$ cat src/rtl/mc6803_pkg.sv
// Shared definitions for the MC6803 serial communications interface:
// register map, TRCSR bit positions, baud divisor table and FSM state types.
package mc6803_pkg;

   localparam logic [1:0] SCI_RMCR  = 2'd0;
   localparam logic [1:0] SCI_TRCSR = 2'd1;
   localparam logic [1:0] SCI_RDR   = 2'd2;
   localparam logic [1:0] SCI_TDR   = 2'd3;

   localparam int unsigned TRCSR_RDRF = 32'd7;
   localparam int unsigned TRCSR_ORFE = 32'd6;
   localparam int unsigned TRCSR_TDRE = 32'd5;
   localparam int unsigned TRCSR_RIE  = 32'd4;
   localparam int unsigned TRCSR_RE   = 32'd3;
   localparam int unsigned TRCSR_TIE  = 32'd2;
   localparam int unsigned TRCSR_TE   = 32'd1;
   localparam int unsigned TRCSR_WU   = 32'd0;

   typedef enum logic [2:0] {TX_IDLE, TX_PREAMBLE, TX_START, TX_DATA, TX_STOP} sci_tx_state_t;
   typedef enum logic [1:0] {RX_IDLE, RX_START, RX_DATA, RX_STOP} sci_rx_state_t;

   // Clocks per tick16 minus one; a bit time is 16, 128, 1024 or 4096 clk.
   function automatic logic [7:0] sci_tick_div(input logic [1:0] ss);
      case (ss)
         2'd0:    return 8'd0;
         2'd1:    return 8'd7;
         2'd2:    return 8'd63;
         default: return 8'd255;
      endcase
   endfunction

endpackage

$ cat src/rtl/sci_baud_gen.sv
// Baud prescaler: one tick16 pulse every bit_time/16 clk, restartable on RMCR writes.
module sci_baud_gen
   import mc6803_pkg::*;
(
   input  logic       clk,
   input  logic       RST,
   input  logic [1:0] ss_i,
   input  logic       restart_i,
   output logic       tick16_o
);

   logic [7:0] cnt_q, cnt_d;
   logic       wrap_s;

   // Wrap with >= so a rate change mid-count never runs past the new divisor
   always_comb begin
      wrap_s = (cnt_q >= sci_tick_div(ss_i));
      if (restart_i || wrap_s) begin
         cnt_d = 8'd0;
      end else begin
         cnt_d = cnt_q + 8'd1;
      end
   end

   // Prescaler count register
   always_ff @(negedge clk) begin
      if (RST) begin
         cnt_q <= 8'd0;
      end else begin
         cnt_q <= cnt_d;
      end
   end

   assign tick16_o = wrap_s & ~restart_i;

endmodule

$ cat src/rtl/mc6803_sci.sv
// MC6803 on-chip SCI: register file, 8N1 transmitter and receiver.
// All state changes on the falling edge of clk (one E cycle per clk).
module mc6803_sci
   import mc6803_pkg::*;
#(
   parameter int SYNC_STAGES = 2
) (
   input  logic       clk,
   input  logic       RST,
   input  logic       sel,
   input  logic       vma,
   input  logic       rw,
   input  logic [1:0] reg_addr,
   input  logic [7:0] wdata,
   output logic [7:0] rdata,
   output logic       irq_sci,
   input  logic       rxd,
   output logic       txd,
   output logic       tx_en
);

   logic [3:0]             rmcr_q, rmcr_d;
   logic [4:0]             ctl_q, ctl_d;
   logic                   rdrf_q, rdrf_d, orfe_q, orfe_d, tdre_q, tdre_d;
   logic [7:0]             rdr_q, rdr_d, tdr_q, tdr_d;
   logic                   rx_arm_q, rx_arm_d, tx_arm_q, tx_arm_d, irq_q, irq_d;
   sci_tx_state_t          tx_state_q, tx_state_d;
   logic [3:0]             tx_tick_q, tx_tick_d, tx_bit_q, tx_bit_d;
   logic [7:0]             tx_shift_q, tx_shift_d;
   logic                   txd_q, txd_d, tx_en_q, tx_en_d, te_prev_q;
   sci_rx_state_t          rx_state_q, rx_state_d;
   logic [3:0]             rx_tick_q, rx_tick_d;
   logic [2:0]             rx_bit_q, rx_bit_d;
   logic [7:0]             rx_shift_q, rx_shift_d;
   logic                   rx_prev_q, rx_prev_d;
   logic [SYNC_STAGES-1:0] sync_q;

   logic rd_s, wr_s, restart_s, tick16_s, te_s, re_s, rx_s;
   logic tx_load_s, tx_bit_end_s, rx_done_s, rx_clr_s, tx_clr_s;

   assign rd_s      = sel & vma & rw;
   assign wr_s      = sel & vma & ~rw;
   assign restart_s = wr_s & (reg_addr == SCI_RMCR);
   assign te_s      = ctl_q[TRCSR_TE];
   assign re_s      = ctl_q[TRCSR_RE];
   assign rx_s      = sync_q[SYNC_STAGES-1];

   sci_baud_gen u_baud (
      .clk       (clk),
      .RST       (RST),
      .ss_i      (rmcr_q[1:0]),
      .restart_i (restart_s),
      .tick16_o  (tick16_s)
   );

   // Register read mux
   always_comb begin
      case (reg_addr)
         SCI_RMCR:  rdata = {4'd0, rmcr_q};
         SCI_TRCSR: rdata = {rdrf_q, orfe_q, tdre_q, ctl_q};
         SCI_RDR:   rdata = rdr_q;
         SCI_TDR:   rdata = tdr_q;
         default:   rdata = 8'd0;
      endcase
   end

   // Register writes, two-step flag clearing and interrupt level
   always_comb begin
      rmcr_d   = (restart_s) ? wdata[3:0] : rmcr_q;
      ctl_d    = (wr_s && reg_addr == SCI_TRCSR) ? wdata[4:0] : ctl_q;
      tdr_d    = (wr_s && reg_addr == SCI_TDR) ? wdata : tdr_q;
      rx_clr_s = rd_s & (reg_addr == SCI_RDR) & rx_arm_q;
      tx_clr_s = wr_s & (reg_addr == SCI_TDR) & tx_arm_q;
      rx_arm_d = (rd_s & (reg_addr == SCI_TRCSR) & (rdrf_q | orfe_q)) | (rx_arm_q & ~rx_clr_s);
      tx_arm_d = (rd_s & (reg_addr == SCI_TRCSR) & tdre_q) | (tx_arm_q & ~tx_clr_s);
      // A CPU write racing a shifter load still leaves TDRE clear: the new byte is pending
      tdre_d   = (tdre_q | tx_load_s) & ~tx_clr_s;
      rdrf_d   = rdrf_q & ~rx_clr_s;
      orfe_d   = orfe_q & ~rx_clr_s;
      rdr_d    = rdr_q;
      if (rx_done_s) begin
         if (!rdrf_d) begin
            rdr_d  = rx_shift_q;
            rdrf_d = 1'b1;
            orfe_d = orfe_d | ~rx_s;
         end else begin
            orfe_d = 1'b1;
         end
      end else begin
         rdr_d = rdr_q;
      end
      irq_d = (ctl_q[TRCSR_RIE] & (rdrf_q | orfe_q)) | (ctl_q[TRCSR_TIE] & tdre_q);
   end

   // Transmit FSM: IDLE reacts immediately, every other state moves on bit boundaries
   always_comb begin
      tx_state_d   = tx_state_q;
      tx_bit_d     = tx_bit_q;
      tx_shift_d   = tx_shift_q;
      tx_load_s    = 1'b0;
      tx_bit_end_s = tick16_s & (tx_tick_q == 4'd15);
      tx_tick_d    = (tick16_s) ? tx_tick_q + 4'd1 : tx_tick_q;
      case (tx_state_q)
         TX_IDLE: begin
            tx_tick_d = 4'd0;
            tx_bit_d  = 4'd0;
            if (te_s && !te_prev_q) begin
               tx_state_d = TX_PREAMBLE;
            end else if (te_s && !tdre_q) begin
               tx_state_d = TX_START;
               tx_load_s  = 1'b1;
               tx_shift_d = tdr_q;
            end else begin
               tx_state_d = TX_IDLE;
            end
         end
         TX_PREAMBLE, TX_STOP: begin
            if (tx_bit_end_s && (tx_state_q == TX_STOP || tx_bit_q == 4'd9)) begin
               tx_bit_d   = 4'd0;
               tx_load_s  = te_s & ~tdre_q;
               tx_shift_d = (tx_load_s) ? tdr_q : tx_shift_q;
               tx_state_d = (tx_load_s) ? TX_START : TX_IDLE;
            end else begin
               tx_bit_d = (tx_bit_end_s) ? tx_bit_q + 4'd1 : tx_bit_q;
            end
         end
         TX_START: begin
            tx_state_d = (tx_bit_end_s) ? TX_DATA : TX_START;
         end
         TX_DATA: begin
            if (tx_bit_end_s) begin
               tx_shift_d = {1'b0, tx_shift_q[7:1]};
               tx_bit_d   = (tx_bit_q == 4'd7) ? 4'd0 : tx_bit_q + 4'd1;
               tx_state_d = (tx_bit_q == 4'd7) ? TX_STOP : TX_DATA;
            end else begin
               tx_state_d = TX_DATA;
            end
         end
         default: tx_state_d = TX_IDLE;
      endcase
      case (tx_state_d)
         TX_START: txd_d = 1'b0;
         TX_DATA:  txd_d = tx_shift_d[0];
         default:  txd_d = 1'b1;
      endcase
      tx_en_d = te_s | (tx_state_d != TX_IDLE);
   end

   // Receive FSM: every sample taken on tick16 from the synchronised line
   always_comb begin
      rx_state_d = rx_state_q;
      rx_bit_d   = rx_bit_q;
      rx_shift_d = rx_shift_q;
      rx_done_s  = 1'b0;
      rx_prev_d  = (tick16_s) ? rx_s : rx_prev_q;
      rx_tick_d  = (tick16_s) ? rx_tick_q + 4'd1 : rx_tick_q;
      case (rx_state_q)
         RX_IDLE: begin
            rx_tick_d  = 4'd0;
            rx_bit_d   = 3'd0;
            rx_state_d = (re_s && tick16_s && rx_prev_q && !rx_s) ? RX_START : RX_IDLE;
         end
         RX_START: begin
            if (tick16_s && rx_tick_q == 4'd7) begin
               rx_tick_d  = 4'd0;
               rx_state_d = (rx_s) ? RX_IDLE : RX_DATA;
            end else begin
               rx_state_d = RX_START;
            end
         end
         RX_DATA: begin
            if (tick16_s && rx_tick_q == 4'd15) begin
               rx_shift_d = {rx_s, rx_shift_q[7:1]};
               rx_bit_d   = rx_bit_q + 3'd1;
               rx_state_d = (rx_bit_q == 3'd7) ? RX_STOP : RX_DATA;
            end else begin
               rx_state_d = RX_DATA;
            end
         end
         RX_STOP: begin
            rx_done_s  = tick16_s & (rx_tick_q == 4'd15);
            rx_state_d = (rx_done_s) ? RX_IDLE : RX_STOP;
         end
         default: rx_state_d = RX_IDLE;
      endcase
      // Dropping RE abandons the frame without touching the flags
      rx_done_s  = rx_done_s & re_s;
      rx_state_d = (re_s) ? rx_state_d : RX_IDLE;
   end

   // State register for the whole SCI
   always_ff @(negedge clk) begin
      if (RST) begin
         rmcr_q     <= 4'd0;
         ctl_q      <= 5'd0;
         rdrf_q     <= 1'b0;
         orfe_q     <= 1'b0;
         tdre_q     <= 1'b1;
         rdr_q      <= 8'd0;
         tdr_q      <= 8'd0;
         rx_arm_q   <= 1'b0;
         tx_arm_q   <= 1'b0;
         irq_q      <= 1'b0;
         tx_state_q <= TX_IDLE;
         tx_tick_q  <= 4'd0;
         tx_bit_q   <= 4'd0;
         tx_shift_q <= 8'd0;
         txd_q      <= 1'b1;
         tx_en_q    <= 1'b0;
         te_prev_q  <= 1'b0;
         rx_state_q <= RX_IDLE;
         rx_tick_q  <= 4'd0;
         rx_bit_q   <= 3'd0;
         rx_shift_q <= 8'd0;
         rx_prev_q  <= 1'b1;
         sync_q     <= '1;
      end else begin
         rmcr_q     <= rmcr_d;
         ctl_q      <= ctl_d;
         rdrf_q     <= rdrf_d;
         orfe_q     <= orfe_d;
         tdre_q     <= tdre_d;
         rdr_q      <= rdr_d;
         tdr_q      <= tdr_d;
         rx_arm_q   <= rx_arm_d;
         tx_arm_q   <= tx_arm_d;
         irq_q      <= irq_d;
         tx_state_q <= tx_state_d;
         tx_tick_q  <= tx_tick_d;
         tx_bit_q   <= tx_bit_d;
         tx_shift_q <= tx_shift_d;
         txd_q      <= txd_d;
         tx_en_q    <= tx_en_d;
         te_prev_q  <= te_s;
         rx_state_q <= rx_state_d;
         rx_tick_q  <= rx_tick_d;
         rx_bit_q   <= rx_bit_d;
         rx_shift_q <= rx_shift_d;
         rx_prev_q  <= rx_prev_d;
         sync_q     <= {sync_q[SYNC_STAGES-2:0], rxd};
      end
   end

   assign irq_sci = irq_q;
   assign txd     = txd_q;
   assign tx_en   = tx_en_q;

endmodule

$ cat config.mk
export PLATFORM = sky130hd
export DESIGN_NAME = mc6803_sci
export DESIGN_NICKNAME = d
export VERILOG_FILES = /design/src/rtl/mc6803_pkg.sv /design/src/rtl/sci_baud_gen.sv /design/src/rtl/mc6803_sci.sv
export SDC_FILE = /design/constraint.sdc
export NUM_CORES = 1
export LEC_CHECK = 0
export CAP_MARGIN = 20
export CORE_UTILIZATION = 59
export DETAILED_ROUTE_END_ITERATION = 10
export GPL_TIMING_DRIVEN = 0
export PLACE_DENSITY = 0.8
export REMOVE_ABC_BUFFERS = 1
export SLEW_MARGIN = 20
export SYNTH_ARGS = -nofsm -noshare
export SYNTH_HDL_FRONTEND = slang
export SYNTH_SLANG_ARGS = --single-unit
$ cat constraint.sdc
create_clock -name clk -period 2.7 [get_ports clk]
set_input_delay 0.54 -clock clk [delete_from_list [all_inputs] [get_ports clk]]
set_output_delay 0.54 -clock clk [all_outputs]
set_load 0.005 [all_outputs]
# == Yosys cells after proc, flatten, opt, wreduce, memory -nomap -nowiden ==
# Cells that the tools add are included.
# op_classes
magnitude_cmp,1
n_mul,0
addsub,5
shifts,0
bitwise_logic,38
n_eq_ne,27
mux,42
div,0
reduce_logical,31
# ops
cell,n
8-bit one-hot mux with 3 select lines,2
8-bit 2-to-1 mux,5
8-bit one-hot mux with 4 select lines,1
4-bit 2-to-1 mux,6
1-bit bitwise AND,23
4-bit by 1-bit adder with 4-bit output (second input constant),3
3-bit by 2-bit == test with 1-bit output (second input constant),4
4-bit == test (second input constant),3
2-bit 2-to-1 mux,6
3-bit 2-to-1 mux,4
2-bit != test (second input constant),6
3-bit one-hot mux with 4 select lines,1
4-bit one-hot mux with 3 select lines,1
1-bit 2-to-1 mux,11
2-bit == test (second input constant),5
1-bit logical AND,10
8-bit by 1-bit adder with 8-bit output (second input constant),1
4-bit by 3-bit == test with 1-bit output (second input constant),2
8-bit greater-or-equal comparator,1
1-bit NOT,8
2-bit one-hot mux with 4 select lines,1
4-bit one-hot mux with 2 select lines,1
2-bit OR reduction,4
1-bit bitwise OR,7
16 further kinds,28
# word_totals
latch_bits,0
elab_cells,169
romBits,0
mem_count,0
ff_bits,81
output_inout_bits,11
mem_bits_rw,0

# == Depth between registers and ports, before layout ==
# Gate-level depths: netlist (run 1).
# depth
depth_word,11
mapped_depth,12
depth_no_buf,11

# == Hierarchy ==
# A second synthesis (run 1) with hierarchy kept.
# hier_totals
hier_cells,408
area_unflattened_um2,3923.8
# by_module_without_submodules
mod,area_each_um2,cells_per_inst,instances
mc6803_sci,3395.8,352,1
sci_baud_gen,528.0,56,1

==> results of run 1 <==
==> worst register-to-register path, cell delays in order (launching register included) <==
cell,delay [ns]
dfxtp_2,0.32
buf_4,0.13
or2_2,0.31
inv_1,0.10
ha_1,0.27
nor2b_1,0.16
o211a_1,0.24
o31ai_4,0.44
a21oi_4,0.18
buf_6,0.18
a32oi_2,0.23
o211ai_1,0.16
a211o_1,0.35
==> worst min path at each step <==
stage                    from         to  slack, ns  depth (start not counted)
CTS                 sync_q[0]  sync_q[1]       0.40                          1
global route        sync_q[0]  sync_q[1]       0.43                          1
global placement    sync_q[0]  sync_q[1]       0.39                          1
floorplan           sync_q[0]  sync_q[1]       0.39                          1
detailed placement  sync_q[0]  sync_q[1]       0.40                          1
finish              sync_q[0]  sync_q[1]       0.43                          1
==> power by group through the flow <==
stage / Clock [mW] / Combinational, mW / Sequential [mW]
2_1_floorplan: 0.184 / 0.0433 / 1.23
3_3_place_gp: 0.184 / 0.103 / 1.23
3_5_place_dp: 0.184 / 0.104 / 1.23
4_1_cts: 1.37 / 0.128 / 1.21
5_1_grt: 1.64 / 0.153 / 1.21
6_report: 1.55 / 0.148 / 1.21
==> registers in the layout, indices dropped and copies added, names as in the netlist, 3 cells and up <==
signal	flops
u_baud.cnt_q	8
rdr_q	8
tx_shift_q	8
rx_shift_q	8
rx_tick_q	4
tdr_q	8
tx_state_q	3
tx_bit_q	4
tx_tick_q	4
ctl_q	5
rmcr_q	4
rx_bit_q	3
==> per-layer routing <==
metal  up-vias  track usage
li1       1788            -
met1      1994       0.3741
met5         -            0
met3       118       0.1137
met2       346       0.6090
met4         0       0.2373
==> layout make-up <==
type / count / area [sq um] / area share
Inverter: 9 / 33.78 / 0.006203
Clock inverter: 86 / 356.6 / 0.06547
Timing Repair Buffer: 75 / 710.7 / 0.1305
Sequential cell: 81 / 1653 / 0.3035
Clock buffer: 9 / 123.9 / 0.02274
Tap cell: 77 / 96.34 / 0.01769
Multi-Input combinational cell: 311 / 2472 / 0.4539
==> kinds of logic (layout without fill, tap and decap cells) <==
kind of cell,count (synthesis),count (layout)
fa+ha+maj,15,15
compound gates,71,71
simple gates,178,178
xor+xnor,14,14
mux,33,33
flops,81,81
buf+inv,30,179
==> timing repair <==
item,in CTS,in global routing
pin swaps,41,21
cloned,1,0
setup buffers,44,9
gates resized for setup,156,33
endpoints found under the setup margin,88,80
==> per-stage QoR <==
stage                     utilization  area (sq um)  power, mW  std cells  TNS [ns]
after floorplan                     -          3842      1.460        402    -40.44
after global placement         0.6575          4199      1.521        505   -171.26
after detailed placement       0.6571          4197      1.523        505   -142.82
after CTS                      0.8329          5319      2.710        643    -20.92
after global routing           0.8529          5446      3.002        648    -31.83
final                          0.8529          5446      2.906        648    -29.70
==> cell usage in the layout (no fill, tap or decap), types with 6 or more instances in the layout <==
master,synthesis,final
nor2_1,57,51
dfxtp_2,0,19
mux2i_1,24,19
nand3_1,12,10
buf_6,2,26
clkbuf_8,0,9
clkdlybuf4s50_1,0,9
buf_4,1,25
nor3b_1,8,6
inv_1,10,90
nand2_1,48,43
dfxtp_1,81,60
xor2_1,9,9
a21oi_1,21,19
a221o_1,7,7
ha_1,15,15
buf_2,4,10
==> reports/results.txt, run 1 <==
Total Routing Usage GR: 0.3564
Die W: 83.73 um
layout cells sized above 1: 0.3082
number of port buffers: 26
EDFF count, synth: 0
pin count of the biggest net entering global routing: 71
number of remaining DRC errors: 0
worst r2r src: rmcr_q[0]
FILL cells: 290
starting density of the core: 0.6172
CP Class: in2reg
Area growth syn-to-layout: 38.19%
Max FO, Critical Path: 17
Ant. Diodes: 0
Top Layer Used: met4
P_sw: 1.058 mW
DRT antenna net count: 0
Max VDD drop: 0.4893 mV
drt initial violations: 436
Detailed Route WL: 14510 um
Avg Vias per Cell: 6.552
mux share of post-synthesis cell area: 0.09810
Slowest cell on crit path: a211o_1
H-tree levels: 3
first-pass GRT wire length: 19800 um
syn_area_per_cell: 9.340 sq um
met2 routed wirelength: 7000 um
CTS tree: yes
GRT overflow: 0
WL met3: 1332 um
DR WL/cell: 22.39 um
ordered cell list for the critical path: buf_6 > or3_4 > nand2_4 > a21oi_4 > buf_6 > nand4b_1 > nand4b_1 > o211ai_1 > a211o_1
post-synthesis compound-gate area fraction: 0.1397
Levels on crit path: 9
Clock Latency Late Sink: 0.44 ns
Worst Setup Start Kind: primary input
# rows: 29
Setup crit end: txd
post-synthesis xor/xnor area fraction: 0.03111
Crit path arrival time: 2.26 ns
Synth top area share: 0.4114
area share of fa/ha/maj cells after synthesis: 0.04762
Seq cells post-synth: 81
leak pwr: 2.357 nW
clock share of power: 0.532
Net Sw Frac: 0.3641
Worst Hold Class: reg2reg
Yosys cell types: 67
via count: 4246
Slew Viols, Final: 0
synthesized instance count: 422
Final Hold Viols: 0
Least-Margin Pin Slew: 0.7897 ns
slack of the worst reg-to-reg path: -0.48 ns
Hold Buf Count CTS: 0
top post-synthesis cells by area: dfxtp_1, mux2i_1, nor2_1
critical path launch point: reg_addr[1]
initial antenna violation count: 0
clk root buf: clkbuf_8
combinational power share: 0.051
Flop pwr share: 0.417
Sink Count: 81
Setup WS pre-CTS: -2.722 ns
Max-slew headroom: 0.4735
post-route setup slack: -0.6237 ns
gp weighted congestion: 0.7865
detailed placer's ending HPWL: 5387 um
hold slack: 0.4308 ns
Crit path buffers/inverters: 2
commonest cells in the netlist: dfxtp_1, nor2_1, nand2_1
register area share after synthesis: 0.4114
kind of cell adding the most delay to the critical path: compound AO/OA/AOI/OAI gates
DIE HEIGHT: 83.73 um
area of the mapped netlist: 0.003941 sq mm
Core Area: 0.006386 sq mm
synth warn: 0
Final nets: 599
Crit. End Element: register
largest family of logic cells by synthesized area: simple AND/OR/NAND/NOR gates
end of the worst register-to-register path: txd
ys async rst share: 0
Final Setup Violations: 81
post-synth top area cell: dfxtp_1
most instantiated library cell after synthesis: dfxtp_1
TritonCTS Buffers: 9
total internal power: 1.848 mW
WP data required: 1.64 ns
clock skew: 0.04662 ns
FF-to-FF path depth: 12
Clock Tree Buf Depth: 2
Power Density: 533.5 mW/mm^2
Main synth FF type: dfxtp_1
CP peak stage delay: 0.35 ns
RSZ-0062 raised after global routing: yes
Pre-antenna DRT Iters: 7
failing checks: negative setup slack
Post-Synth Simple-Gate Area: 0.2375
MaxCap Viol Count: 0
status: finished, violations left
Die Area: 0.007011 sq mm
vias in the first global route: 4207
clock-pin slew on the worst setup and hold paths: 0.04 ns
Ports: 27
Metal-1 WL: 5135 um
Note: power is estimated with default switching activity, not from simulation.
==> inputs of run 2 (changes only) <==
--- a/config.mk
+++ b/config.mk
@@ -5,7 +5,7 @@
 export SDC_FILE = /design/constraint.sdc
 export NUM_CORES = 1
 export LEC_CHECK = 0
-export CAP_MARGIN = 20
+export CAP_MARGIN = 15
 export CORE_UTILIZATION = 59
 export DETAILED_ROUTE_END_ITERATION = 10
 export GPL_TIMING_DRIVEN = 0
==> results of run 2 <==
No change in the layout: final DEF, timing and power equal those of run 1.
